<file path="src/rtl/clk_div_ctrl.sv">
// Programmable clock-divider controller.
// Derives a registered divided clock div_clk and a period-end strobe div_tick
// from clk. The ratio N is loaded through a valid/ready port and only takes
// effect on a period boundary, so div_clk never produces a short pulse.
//
// Ports:
//   clk        system clock
//   rst        asynchronous reset, active low
//   enable     run request (level)
//   cfg_valid  new ratio offered
//   cfg_div    offered ratio N (must be >= 2)
//   cfg_ready  controller accepts a ratio this cycle
//   div_clk    divided clock: high for the first floor(N/2) cycles of a period
//   div_tick   high in the last clk cycle of each period
//   div_ratio  ratio currently in effect
//   busy       controller is not idle
//   err        one-cycle pulse after an invalid ratio is dropped
module clk_div_ctrl #(
   parameter int unsigned CNT_W       = 8,
   parameter int unsigned DEFAULT_DIV = 3
) (
   input  logic             clk,
   input  logic             rst,
   input  logic             enable,
   input  logic             cfg_valid,
   input  logic [CNT_W-1:0] cfg_div,
   output logic             cfg_ready,
   output logic             div_clk,
   output logic             div_tick,
   output logic [CNT_W-1:0] div_ratio,
   output logic             busy,
   output logic             err
);

   // Reject an unusable reset ratio at elaboration.
   if (DEFAULT_DIV < 2 || DEFAULT_DIV > (2 ** CNT_W) - 1) begin : g_bad_default
      $error("clk_div_ctrl: DEFAULT_DIV out of range");
   end

   typedef enum logic [1:0] {
      IDLE     = 2'd0,
      RUN      = 2'd1,
      STOPPING = 2'd2
   } state_t;

   state_t           state, state_n;
   logic [CNT_W-1:0] cnt, cnt_n;
   logic [CNT_W-1:0] ratio_n;
   logic [CNT_W-1:0] pend_div, pend_div_n;
   logic             pend_vld, pend_vld_n;
   logic             div_clk_n, div_tick_n, err_n;
   logic             last, xfer, bad;

   assign last = (cnt == div_ratio - CNT_W'(1));
   assign xfer = cfg_valid & cfg_ready;
   assign bad  = (cfg_div < CNT_W'(2));
   assign busy = (state != IDLE);

   // Next-state, ratio bookkeeping and next registered outputs.
   always_comb begin
      state_n    = state;
      cnt_n      = cnt;
      ratio_n    = div_ratio;
      pend_div_n = pend_div;
      pend_vld_n = pend_vld;
      err_n      = 1'b0;

      case (state)
         IDLE: begin
            // A ratio captured on the final edge of a stop is still pending here.
            if (pend_vld) begin
               ratio_n    = pend_div;
               pend_vld_n = 1'b0;
            end
            if (xfer && !bad) begin
               ratio_n = cfg_div;
            end
            if (enable) begin
               state_n = RUN;
            end
            cnt_n = '0;
         end
         RUN, STOPPING: begin
            if (last) begin
               cnt_n = '0;
               // Only a ratio registered before this tick cycle is applied here.
               if (pend_vld) begin
                  ratio_n    = pend_div;
                  pend_vld_n = 1'b0;
               end
            end else begin
               cnt_n = cnt + CNT_W'(1);
            end

            if (!enable) begin
               if (state == STOPPING && last) begin
                  state_n = IDLE;
               end else begin
                  state_n = STOPPING;
               end
            end else begin
               state_n = RUN;
            end

            if (xfer && !bad) begin
               pend_div_n = cfg_div;
               pend_vld_n = 1'b1;
            end
         end
         default: begin
            state_n = IDLE;
            cnt_n   = '0;
         end
      endcase

      if (xfer && bad) begin
         err_n = 1'b1;
      end

      if (state_n == IDLE) begin
         div_clk_n  = 1'b0;
         div_tick_n = 1'b0;
      end else begin
         div_clk_n  = (cnt_n < (ratio_n >> 1));
         div_tick_n = (cnt_n == ratio_n - CNT_W'(1));
      end
   end

   // All state and outputs registered; reset aborts any period in progress.
   always_ff @(posedge clk or negedge rst) begin
      if (!rst) begin
         state     <= IDLE;
         cnt       <= '0;
         div_ratio <= CNT_W'(DEFAULT_DIV);
         pend_div  <= '0;
         pend_vld  <= 1'b0;
         cfg_ready <= 1'b1;
         div_clk   <= 1'b0;
         div_tick  <= 1'b0;
         err       <= 1'b0;
      end else begin
         state     <= state_n;
         cnt       <= cnt_n;
         div_ratio <= ratio_n;
         pend_div  <= pend_div_n;
         pend_vld  <= pend_vld_n;
         cfg_ready <= ~pend_vld_n;
         div_clk   <= div_clk_n;
         div_tick  <= div_tick_n;
         err       <= err_n;
      end
   end

endmodule

</file>
<file path="config.mk">
export PLATFORM = sky130hd
export DESIGN_NAME = clk_div_ctrl
export DESIGN_NICKNAME = d
export VERILOG_FILES = /design/src/rtl/clk_div_ctrl.sv
export SDC_FILE = /design/constraint.sdc
export NUM_CORES = 1
export LEC_CHECK = 0
export CAP_MARGIN = 0
export CORE_ASPECT_RATIO = 1.1
export CORE_UTILIZATION = 45
export CTS_BUF_LIST = sky130_fd_sc_hd__clkbuf_4
export CTS_CLUSTER_SIZE = 8
export DETAILED_ROUTE_END_ITERATION = 12
export GPL_TIMING_DRIVEN = 0
export PLACE_DENSITY = 0.73
export REMOVE_ABC_BUFFERS = 1
export SYNTH_ARGS = -nofsm -noshare
export SYNTH_HDL_FRONTEND = slang
export SYNTH_SLANG_ARGS = --single-unit
</file>
<file path="constraint.sdc">
create_clock -name clk -period 5 [get_ports clk]
set_clock_uncertainty 0.1 [all_clocks]
set_input_delay 1.5 -clock clk [delete_from_list [all_inputs] [get_ports clk]]
set_output_delay 1.5 -clock clk [all_outputs]
set_load 0.01 [all_outputs]
</file>
==> run summary, run 1 <==
The flow ran to the end, and the final reports show no timing, DRC or antenna violations. The logs give 1866 for the number of global-route vias before repair and 0 for the count of yosys warnings during synthesis. Power spread over the standard cell area amounts to 745.9 nW/um2.

The boundary pin count was 25; the total of max-cap violations was 0. The number of flops mapped to enable cells by yosys came out at 0. The number of failing setup endpoints in the final timing report is 0, and the net switching power of the design is 0.9460 mW. For the tightest slew margin relative to the limit, the log shows 52.98%.

The core outline area is 4750 um2. Timing would allow up to 214.9 MHz. The post-layout minimum cycle time is 4654 ps, and the count of antenna diodes in the layout is 0. The post-detailed-routing wire length is 5463 um, and the final count of hold timing violations is 0. Final hold analysis gives a worst-case slack of 432.6 ps. The final route contains 1943 vias.

Endpoint type of the worst setup path: a flip-flop. Data arrives at the worst endpoint at 4820 ps. For the worst-skew pair, the clock arrives at the later sink with an insertion delay of 320 ps.

The initial utilization of the core area, before any placement, comes to 48.16%. The clock edge transition at the registers on the reported setup and hold paths came out at 100 ps. The tools report the cell-internal power as 1.043 mW. In this run, the clock network consumes 9.7% of the power.

In the routed design, unresolved DRC markers number 0. The floorplan step set the die height to 76.77 um. The number of slew-limit violations in the final report came out at 0. After detailed placement, the total cell area comes to 2562 um2. The sequential area share after synthesis is 34.08%. The wire length of the first global-routing pass is 9128 um, and the post-route standard cell area excluding fillers is 2666 um2.

Counting the buffers created by CTS gives 5. The H-tree generated during clock tree synthesis spans 2 levels. In the global route stage, overall resource usage came out at 21.48%. In this run, the number of DRC markers left after iteration 0 of detailed routing was 136. The actual slew at the worst max-slew pin is 705.3 ps, and the final sum of negative setup slack is 0 ps. Yosys attributes the largest share of cell area to sky130_fd_sc_hd__dfrtp_1, sky130_fd_sc_hd__ha_1, sky130_fd_sc_hd__xor2_1, sky130_fd_sc_hd__mux2i_1, sky130_fd_sc_hd__mux2_2. The post-synthesis async set-or-reset flop share came out at 100.0%. Along the worst path, the maximum fanout reaches 7. For the portion of total power attributed to combinational logic, the log shows 65.3%. A synthesized cell averages 9.570 um2. The tools report the placed wire-length estimate as 4139 um. The tree is rooted in a sky130_fd_sc_hd__clkbuf_4.

Buffers inserted to repair hold after CTS numbered 0. The power share of the sequential group came out at 25.0%. TritonCTS built the clock tree.

After floorplanning, the core was divided into 26 placement rows. Leaving out fill and tap cells, the most frequent cells in the layout are sky130_fd_sc_hd__dfrtp_1, sky130_fd_sc_hd__nor2_1, sky130_fd_sc_hd__clkdlybuf4s50_1, sky130_fd_sc_hd__inv_1, sky130_fd_sc_hd__nand2_1. The ratio of routed vias to standard cells is 6.015. The biggest area contributor in the post-synthesis netlist is sky130_fd_sc_hd__dfrtp_1. From synthesis to final layout, the design area changed by 16.58%.

Setup repair after global routing left no endpoint under its margin. The initial antenna violation count is 0. The switching part of the total was 47.57%. The largest voltage drop on the vdd net is 0.3595 mV. The kind of critical path is in2reg. The logs give 31 for the CTS sink count and 2287 um2 for the cell area after technology mapping.

In the finished design, the share of the clock period the worst path needs comes to 93.08%. The post-detailed-route count of antenna-violating nets was 0; the width of the die was 69.98 um. After global routing the overflow that remains totals 0.

Dividing the detail-routed wire length by the instance count gives 16.91 um. The number of detailed-route iterations in the first pass was 4. For the critical path data required time, the log shows 5170 ps. Entering global routing, the biggest net connects 32 pins.

The library cell used most frequently in the layout, excluding fill and tap cells, is sky130_fd_sc_hd__dfrtp_1. The synthesized design devotes to its leading area cell type 30.63% of total area. The number of synthesized register bits is 31, and the buffer levels on the longest clock path is 2. The floorplan step defined a die boundary enclosing 5372 um2.

In this run the tool buffered the top-level ports with 24 buffer cells. The congestion estimate from routability-driven global placement came to 0.8255. The layout cell share with drive strength beyond 1 is 13.86%, and the number of distinct standard cells referenced by the synthesized netlist is 57. Synthesis produced a netlist whose cell count is 239. The kind of start point of the critical path is a primary input.

In the final design database the tool counted 290 nets. In this run the static leakage power is 1.179 nW. The predominant post-synthesis flop cell was sky130_fd_sc_hd__dfrtp_1. The worst min-delay path class is reg2reg.
==> power groups by stage <==
stage | clock network, mW | logic (mW) | registers [mW]
floorplan | 0 | 0.921 | 0.473
CTS | 0.198 | 1.25 | 0.494
global route | 0.209 | 1.42 | 0.513
global placement | 0 | 1.21 | 0.495
finish | 0.192 | 1.30 | 0.498
detailed placement | 0 | 1.25 | 0.499
==> cell families (layout without fill, tap and decap cells) <==
kind of cell | after synthesis | count (layout) | synth area share, %
xor+xnor | 21 | 21 | 8.041
compound gates | 54 | 54 | 20.73
simple gates | 79 | 79 | 17.78
fa+ha+maj | 12 | 12 | 6.564
mux | 18 | 18 | 8.534
flops | 31 | 31 | 34.08
buf+inv | 24 | 52 | 4.266
==> synthesized netlist by cell type (3+ instances only) <==
| library cell | number |
|---|---|
| sky130_fd_sc_hd__a211oi_1 | 5 |
| sky130_fd_sc_hd__a21oi_1 | 6 |
| sky130_fd_sc_hd__a221oi_2 | 4 |
| sky130_fd_sc_hd__and3_1 | 5 |
| sky130_fd_sc_hd__clkbuf_1 | 4 |
| sky130_fd_sc_hd__dfrtp_1 | 28 |
| sky130_fd_sc_hd__dfstp_2 | 3 |
| sky130_fd_sc_hd__ha_1 | 12 |
| sky130_fd_sc_hd__inv_1 | 18 |
| sky130_fd_sc_hd__mux2_2 | 8 |
| sky130_fd_sc_hd__mux2i_1 | 9 |
| sky130_fd_sc_hd__nand2_1 | 15 |
| sky130_fd_sc_hd__nand3_1 | 12 |
| sky130_fd_sc_hd__nor2_1 | 23 |
| sky130_fd_sc_hd__nor3_1 | 7 |
| sky130_fd_sc_hd__o21ai_0 | 6 |
| sky130_fd_sc_hd__o31ai_1 | 3 |
| sky130_fd_sc_hd__xnor2_1 | 10 |
| sky130_fd_sc_hd__xor2_1 | 11 |
==> area by class of cell <==
cell class,count,area [um2]
Clock inverter,3,38.79
Inverter,18,67.56
Clock buffer,5,37.54
Sequential cell,31,779.5
Fill cell,411,2083
Tap cell,56,70.07
Timing Repair Buffer,26,250.2
Multi-Input combinational cell,184,1423
==> state kept, by name, indices dropped and copies added, names as in the netlist <==
name,cells
state,2
div_ratio,8
cnt,8
div_tick,1
div_clk,1
err,1
cfg_ready,1
pend_vld,1
pend_div,8
==> metal layers <==
layer  vias to the layer above  share of wire (%)  GRT usage [%]
li1                        944                  -              -
met1                       940                 46          29.52
met2                        51                 49          34.52
met3                         8                2.9          3.154
met4                         0                2.2          7.200
met5                         -                  0              0
==> critical path, cell delays in order <==
cell and delay [ps]:
sky130_fd_sc_hd__clkdlybuf4s50_1 450, sky130_fd_sc_hd__nor4_1 400, sky130_fd_sc_hd__a21oi_1 260, sky130_fd_sc_hd__and3_1 270
sky130_fd_sc_hd__a211oi_4 400, sky130_fd_sc_hd__ha_1 360, sky130_fd_sc_hd__nor4_1 260, sky130_fd_sc_hd__o21ai_0 110
sky130_fd_sc_hd__a21oi_1 130, sky130_fd_sc_hd__a31oi_1 60, sky130_fd_sc_hd__nor4b_1 360, sky130_fd_sc_hd__o221a_1 240
==> path summary, 6_finish.rpt <==
check	start	to	slack, ps	cells past startpoint
worst max-delay path	cfg_div[4]	div_tick$_DFF_PN0_	350	12
max in group asynchronous	rst	err$_DFF_PN0_	3230	1
worst max register to register	div_ratio[0]$_DFF_PN1_	div_tick$_DFF_PN0_	660	15
worst min register to register	pend_div[5]$_DFFE_PN0P_	pend_div[5]$_DFFE_PN0P_	430	1
worst min-delay path	pend_div[5]$_DFFE_PN0P_	pend_div[5]$_DFFE_PN0P_	430	1
min in group asynchronous	rst	div_tick$_DFF_PN0_	1110	1
==> metrics by stage <==
step / cells / setup WS [ps] / utilization (%) / total power [mW]
4_1_cts: 321 / 248.7 / 55.56 / 1.941
5_1_grt: 323 / 32.16 / 56.14 / 2.144
3_5_place_dp: 313 / -97.05 / 53.95 / 1.744
2_1_floorplan: 233 / 956.9 / - / 1.393
6_report: 323 / 346.1 / 56.14 / 1.989
3_3_place_gp: 313 / -46.79 / 54.06 / 1.705
==> repair_timing <==
| item | 4_1_cts | 5_1_grt |
|---|---|---|
| resized for setup | 0 | 2 |
| setup endpoints to repair | 0 | 1 |
| buffers inserted | 0 | 2 |
Note: power is estimated with default switching activity, not from simulation.
==> run 2, diff against run 1 <==
- GPL_ROUTABILITY_DRIVEN: unset -> 0
==> results of run 2 <==
The final DEF is identical to that of run 1; final timing and power are the same.
